==> config.mk <==
export PLATFORM = sky130hd
export DESIGN_NAME = hazard_ctrl
export DESIGN_NICKNAME = d
export VERILOG_FILES = /design/src/rtl/hazard_pkg.sv /design/src/rtl/md_tracker.sv /design/src/rtl/hazard_ctrl.sv
export SDC_FILE = /design/constraint.sdc
export NUM_CORES = 1
export LEC_CHECK = 0
export ABC_CLOCK_PERIOD_IN_PS = 2800
export BUFFER_PORTS_ARGS = -buffer_cell sky130_fd_sc_hd__buf_2
export CORE_ASPECT_RATIO = 1.5
export CORE_MARGIN = 2
export CORE_UTILIZATION = 30
export CTS_BUF_LIST = sky130_fd_sc_hd__clkbuf_16
export DETAILED_ROUTE_END_ITERATION = 7
export GPL_TIMING_DRIVEN = 0
export PLACE_DENSITY = 0.46
export SYNTH_ARGS = -nofsm -noshare
export SYNTH_HDL_FRONTEND = slang
export SYNTH_SLANG_ARGS = --single-unit
==> constraint.sdc <==
create_clock -name clk -period 2.8 [get_ports clk]
set_input_delay 0.28 -clock clk [delete_from_list [all_inputs] [get_ports clk]]
set_output_delay 0.28 -clock clk [all_outputs]
set_load 0.01 [all_outputs]
==> src/rtl/hazard_pkg.sv <==
// Shared widths, stage-entry type and helpers for the P7 hazard controller.
package hazard_pkg;

  localparam int REG_W  = 5;
  localparam int TNEW_W = 3;
  localparam logic [TNEW_W-1:0] TUSE_NONE = 3'd7;

  typedef struct packed {
    logic [REG_W-1:0]  a3;
    logic [TNEW_W-1:0] tnew;
  } stageEntry_t;

  localparam stageEntry_t BUBBLE = '{a3: 5'd0, tnew: 3'd0};

  function automatic int selWidth(input int numStages);
    return $clog2(numStages + 1);
  endfunction

  function automatic logic [TNEW_W-1:0] tnewDec(input logic [TNEW_W-1:0] t);
    return (t == 3'd0) ? 3'd0 : t - 3'd1;
  endfunction

endpackage

==> src/rtl/md_tracker.sv <==
// Mult/div unit tracker: start flag of the instruction in E and the busy countdown.
module md_tracker
  import hazard_pkg::*;
#(
  parameter int MUL_CYCLES = 5,
  parameter int DIV_CYCLES = 10
) (
  input  logic clk,
  input  logic reset,
  input  logic flush,
  input  logic captureEn,
  input  logic mdStart,
  input  logic mdDiv,
  output logic startE,
  output logic busy
);

  localparam int MAX_CYCLES = (DIV_CYCLES > MUL_CYCLES) ? DIV_CYCLES : MUL_CYCLES;
  localparam int CNT_W      = $clog2(MAX_CYCLES + 1);

  logic             startE_r;
  logic             divE_r;
  logic [CNT_W-1:0] count_r;

  // E-stage md flags follow the pipeline; the counter ignores flush so an issued op still completes.
  always_ff @(posedge clk) begin
    if (reset) begin
      startE_r <= 1'b0;
      divE_r   <= 1'b0;
      count_r  <= '0;
    end else begin
      if (!flush && captureEn) begin
        startE_r <= mdStart;
        divE_r   <= mdDiv;
      end else begin
        startE_r <= 1'b0;
        divE_r   <= 1'b0;
      end
      if (startE_r) begin
        count_r <= divE_r ? CNT_W'(DIV_CYCLES) : CNT_W'(MUL_CYCLES);
      end else if (count_r != '0) begin
        count_r <= count_r - CNT_W'(1);
      end else begin
        count_r <= count_r;
      end
    end
  end

  assign startE = startE_r;
  assign busy   = (count_r != '0);

endmodule

==> src/rtl/hazard_ctrl.sv <==
// Stall and forward-select generation for the P7 pipeline from tracked in-flight producers.
// Define HAZ_MD_EN to include the mult/div busy tracker and its D-stage stall term.
module hazard_ctrl
  import hazard_pkg::*;
#(
  parameter int  NUM_STAGES = 3,
  parameter int  NUM_SRC    = 2,
  parameter int  MUL_CYCLES = 5,
  parameter int  DIV_CYCLES = 10,
  localparam int SEL_W      = selWidth(NUM_STAGES)
) (
  input  logic                      clk,
  input  logic                      reset,
  input  logic                      flush,
  input  logic                      d_valid,
  input  logic [REG_W*NUM_SRC-1:0]  d_src,
  input  logic [TNEW_W*NUM_SRC-1:0] d_tuse,
  input  logic [REG_W-1:0]          d_a3,
  input  logic [TNEW_W-1:0]         d_tnew,
  input  logic                      d_md_use,
  input  logic                      d_md_start,
  input  logic                      d_md_div,
  output logic                      stall,
  output logic [SEL_W*NUM_SRC-1:0]  fwd_d_sel,
  output logic [SEL_W*NUM_SRC-1:0]  fwd_e_sel,
  output logic                      md_start_e,
  output logic                      md_busy
);

  stageEntry_t       stg_r [1:NUM_STAGES];
  logic [REG_W-1:0]  eSrc_r [NUM_SRC];

  logic              depStall_s;
  logic              mdStall_s;
  logic              capture_s;
  logic [REG_W-1:0]  dSrc_s;
  logic              dMatch_s, eMatch_s;
  logic              dHit_s, eHit_s;
  logic [SEL_W-1:0]  dK_s, eK_s;
  logic [TNEW_W-1:0] dTnew_s, eTnew_s;

  // Nearest-producer search per source, then stall and forward selects.
  always_comb begin
    depStall_s = 1'b0;
    fwd_d_sel  = '0;
    fwd_e_sel  = '0;
    dSrc_s     = '0;
    dMatch_s   = 1'b0;
    eMatch_s   = 1'b0;
    dHit_s     = 1'b0;
    eHit_s     = 1'b0;
    dK_s       = '0;
    eK_s       = '0;
    dTnew_s    = '0;
    eTnew_s    = '0;
    for (int s = 0; s < NUM_SRC; s++) begin
      dSrc_s  = d_src[REG_W*s +: REG_W];
      dHit_s  = 1'b0;
      eHit_s  = 1'b0;
      dK_s    = '0;
      eK_s    = '0;
      dTnew_s = '0;
      eTnew_s = '0;
      // Walk oldest to newest so the youngest matching producer is what remains.
      for (int k = NUM_STAGES; k >= 1; k--) begin
        dMatch_s = (dSrc_s != 5'd0) && (dSrc_s == stg_r[k].a3);
        eMatch_s = (k >= 2) && (eSrc_r[s] != 5'd0) && (eSrc_r[s] == stg_r[k].a3);
        dHit_s   = dHit_s | dMatch_s;
        dK_s     = dMatch_s ? SEL_W'(k) : dK_s;
        dTnew_s  = dMatch_s ? stg_r[k].tnew : dTnew_s;
        eHit_s   = eHit_s | eMatch_s;
        eK_s     = eMatch_s ? SEL_W'(k) : eK_s;
        eTnew_s  = eMatch_s ? stg_r[k].tnew : eTnew_s;
      end
      depStall_s = depStall_s | (dHit_s && (d_tuse[TNEW_W*s +: TNEW_W] < dTnew_s));
      fwd_d_sel[SEL_W*s +: SEL_W] = (dHit_s && (dTnew_s == 3'd0)) ? dK_s : '0;
      fwd_e_sel[SEL_W*s +: SEL_W] = (eHit_s && (eTnew_s == 3'd0)) ? eK_s : '0;
    end
    stall = d_valid && (depStall_s || mdStall_s);
  end

  assign capture_s = d_valid && !stall;

  // Producer shift register: D enters stage 1, older entries age toward W.
  always_ff @(posedge clk) begin
    if (reset || flush) begin
      for (int k = 1; k <= NUM_STAGES; k++) begin
        stg_r[k] <= BUBBLE;
      end
      for (int s = 0; s < NUM_SRC; s++) begin
        eSrc_r[s] <= 5'd0;
      end
    end else begin
      for (int k = 2; k <= NUM_STAGES; k++) begin
        stg_r[k] <= '{a3: stg_r[k-1].a3, tnew: tnewDec(stg_r[k-1].tnew)};
      end
      if (capture_s) begin
        stg_r[1] <= '{a3: d_a3, tnew: d_tnew};
        for (int s = 0; s < NUM_SRC; s++) begin
          eSrc_r[s] <= d_src[REG_W*s +: REG_W];
        end
      end else begin
        stg_r[1] <= BUBBLE;
        for (int s = 0; s < NUM_SRC; s++) begin
          eSrc_r[s] <= 5'd0;
        end
      end
    end
  end

`ifdef HAZ_MD_EN
  md_tracker #(
    .MUL_CYCLES(MUL_CYCLES),
    .DIV_CYCLES(DIV_CYCLES)
  ) u_mdTracker (
    .clk      (clk),
    .reset    (reset),
    .flush    (flush),
    .captureEn(capture_s),
    .mdStart  (d_md_start),
    .mdDiv    (d_md_div),
    .startE   (md_start_e),
    .busy     (md_busy)
  );

  assign mdStall_s = d_md_use && (md_start_e || md_busy);
`else
  logic unusedMd_s;

  assign unusedMd_s = ^{d_md_use, d_md_start, d_md_div};
  assign md_start_e = 1'b0;
  assign md_busy    = 1'b0;
  assign mdStall_s  = 1'b0;
`endif

endmodule

==> run_results.csv <==
group,metric,value,unit
logic_synthesis,synth-simple-area-share,0.2628,
final_layout,area_growth,30.35,%
pwr,finalPower,1.339,mW
sta,clock.fmax,0.3048,GHz
sta,layout_min_cycle_time,3.281,ns
sta,slew_headroom,0.5097,
run_status,status,"finished, violations left",
die,core_area,8413,µm²
logic_synthesis,synthCells,287,
routing,drtAntennaViolNets,0,
clocking,insertion_delay,0.28,ns
clocking,numCtsBuffers,5,
worst_setup_path,worstPathRequired,2.52,ns
placement,postPlaceCellArea,2985,µm²
sta,worst_slew_pin_slew,0.7328,ns
logic_synthesis,synth_fa_ha_area_frac,0.03872,
sta,drv_slew,0,
logic_synthesis,synth_edf_count,18,
logic_synthesis,synth_top_family_by_area,"simple AND/OR/NAND/NOR gates",
routing,drt_iter0_drc,112,
logic_synthesis,seq_area_frac_synth,0.3330,
die,dieArea,9390,µm²
clocking,clkTransAtPathRegs,0.06,ns
worst_setup_path,crit_path_start_kind,"flip-flop",
global_routing,grt_start_max_net_pins,11,
logic_synthesis,synth-seq-cells,34,
global_routing,grt_pass1_wl,11320,µm
die,initial_core_util,0.3073,
placement,io_buffers,25,
logic_synthesis,synth_xor_area_frac,0.1723,
global_routing,antenna_found_initial,0,
clocking,root_buffer,"clkbuf_16",
placement,hpwlAfterDp,5253,µm
routing,vias_per_cell,4.738,
logic_synthesis,syn-mean-instance-area,9.007,µm²
sta,fin_setup_tns,-6.105,ns
logic_synthesis,post_synth_instance_area,2585,µm²
logic_synthesis,yosysWarnings,0,
job,cap_violations,0,
die,die_w,79.79,µm
sta,fin_crit_sh,1.172,
clocking,clock_path_buffers,2,
die,die_h,117.7,µm
worst_setup_path,critPathKind,"reg2out",
clocking,clock_sinks,34,
min_path,hp-class,"in2reg",
routing,drc,0,
run_status,failed_checks,"negative setup slack",
routing,num_vias,2156,
sta,rsz0062_at_grt,"true",
final_layout,final_nets,386,
die,rows,41,
routing,drt_pass1_iterations,4,
pwr,p_leak,1.353,nW
logic_synthesis,synthTopCellsByArea,"edfxtp_1 21%, dfxtp_1 12%, xnor2_1 12%",
logic_synthesis,async_flop_share,0,
logic_synthesis,ys.flop_type,"edfxtp_1",
clocking,tritoncts,"built",
sta,fin_ws,-0.4806,ns
logic_synthesis,synth_mux_area_frac,0.008228,
logic_synthesis,synth_compound_area_frac,0.09487,
logic_synthesis,yosysTopAreaCellShare,0.2091,
pwr,p_per_area,397.4,nW/µm²
final_layout,drive_above_1_share,0.3103,
logic_synthesis,synth_cell_types,51,
final_layout,final_cell_mix,"32 x nand3_1, 31 x xnor2_1, 27 x buf_2, 20 x conb_1, 18 x edfxtp_1",
die,pin_count,42,
clocking,htree_levels,2,
sta,setup_viol,19,
global_routing,grt_pass1_vias,2191,
final_layout,fin_area,3369,µm²
final_layout,layout_commonest_cell,"nand3_1",
final_layout,num_antenna_cells,0,
routing,wl,6926,µm
global_routing,grt-ovfl-total,0,
placement,gp_congestion,0.8100,
worst_setup_path,cp_data_arrival_time,3.00,ns
routing,routedWlPerCell,15.22,µm
sta,finClkSkew,0.006067,ns
pwr,peakVddDrop,317.1,µV
global_routing,track_usage,0.1586,
sta,final_hold_viol_count,0,
worst_setup_path,crit_fanout,7,
logic_synthesis,synth_top_area_cell,"edfxtp_1",
final_layout,utilization,0.4005,
worst_setup_path,endpoint_kind,"output pin",
[critical path, cell delays in order, from the launching register on]
cell and delay (ns):
edfxtp_1 0.42, xor2_1 0.18, nor3_1 0.21, nand3_1 0.17
buf_6 0.17, and4_1 0.18, a311o_1 0.35, inv_2 0.09
ha_4 0.14, nand3_1 0.07, mux2_4 0.28, o211a_4 0.16
o21a_1 0.16, buf_2 0.13
[cell families after synthesis]
| kind of cell | count (synthesis) |
|---|---|
| flops | 34 |
| xor+xnor | 50 |
| fa+ha+maj | 8 |
| buf+inv | 41 |
| mux | 2 |
| compound gates | 31 |
| other cells | 2 |
| simple gates | 119 |
[cell usage after synthesis (all sizes together) (3+ instances only)]
master / n
a211oi: 3
a21o: 3
a21oi: 5
and2: 13
buf: 15
clkbuf: 16
dfxtp: 16
edfxtp: 18
ha: 8
inv: 10
nand2: 14
nand3: 32
nor2: 11
nor3: 37
nor4: 4
o21ai: 5
xnor2: 34
xor2: 16
[registers in the layout, summed over array words and instances (netlist names)]
name,count
stg_r,24
eSrc_r,10
[stage by stage]
stage               setup WS [ns]  hold slack (ns)  cells
floorplan                -0.03271           0.4454    305
detailed placement        -0.5918           0.5095    437
finish                    -0.4806           0.3641    455
CTS                       -0.5201           0.3538    453
global route              -0.5949           0.3766    455
global placement          -0.5857           0.5027    437
[per-layer routing]
metal	share of wire	routed length, µm	GRT usage
met5	0	0	0
met4	0.020	137	0.06144
met3	0.035	241	0.02454
met2	0.53	3679	0.2815
met1	0.41	2867	0.1872
[power breakdown]
part	internal [mW]	total [mW]	switching, mW
Combinational	0.113	0.251	0.138
Clock	0.321	0.526	0.205
Sequential	0.543	0.561	0.0179
Total	0.978	1.34	0.361
[repair_timing]
action | CTS | global route
hold buffers | 0 | 0
resized for setup | 17 | 17
buffers inserted | 8 | 3
pin swaps | 10 | 8
setup endpoints to repair | 19 | 21
[path summary, 6_finish.rpt]
path	start	end	slack [ns]	cells after the start
worst max-delay path	stg_r[0][12]$_SDFFCE_PP0P_	stall	-0.48	13
worst max register to register	stg_r[0][12]$_SDFFCE_PP0P_	eSrc_r[0][1]$_SDFFCE_PP0P_	-0.39	15
worst min register to register	stg_r[0][8]$_SDFFCE_PP0P_	stg_r[0][16]$_SDFF_PP0_	0.51	1
worst min-delay path	d_a3[0]	stg_r[0][11]$_SDFFCE_PP0P_	0.36	3
[layout make-up]
class                      instances  area (µm²)
clock buffer                       5       125.1
sequential                        34       860.8
buffer                            30       240.2
multi-input combinational        230        1744
clock inverter                     3       12.51
fill                             865        5044
inverter                          10       37.54
tap                              107       133.9
timing repair buffer              36       215.2
No activity file was read; power rests on OpenSTA's default activity.
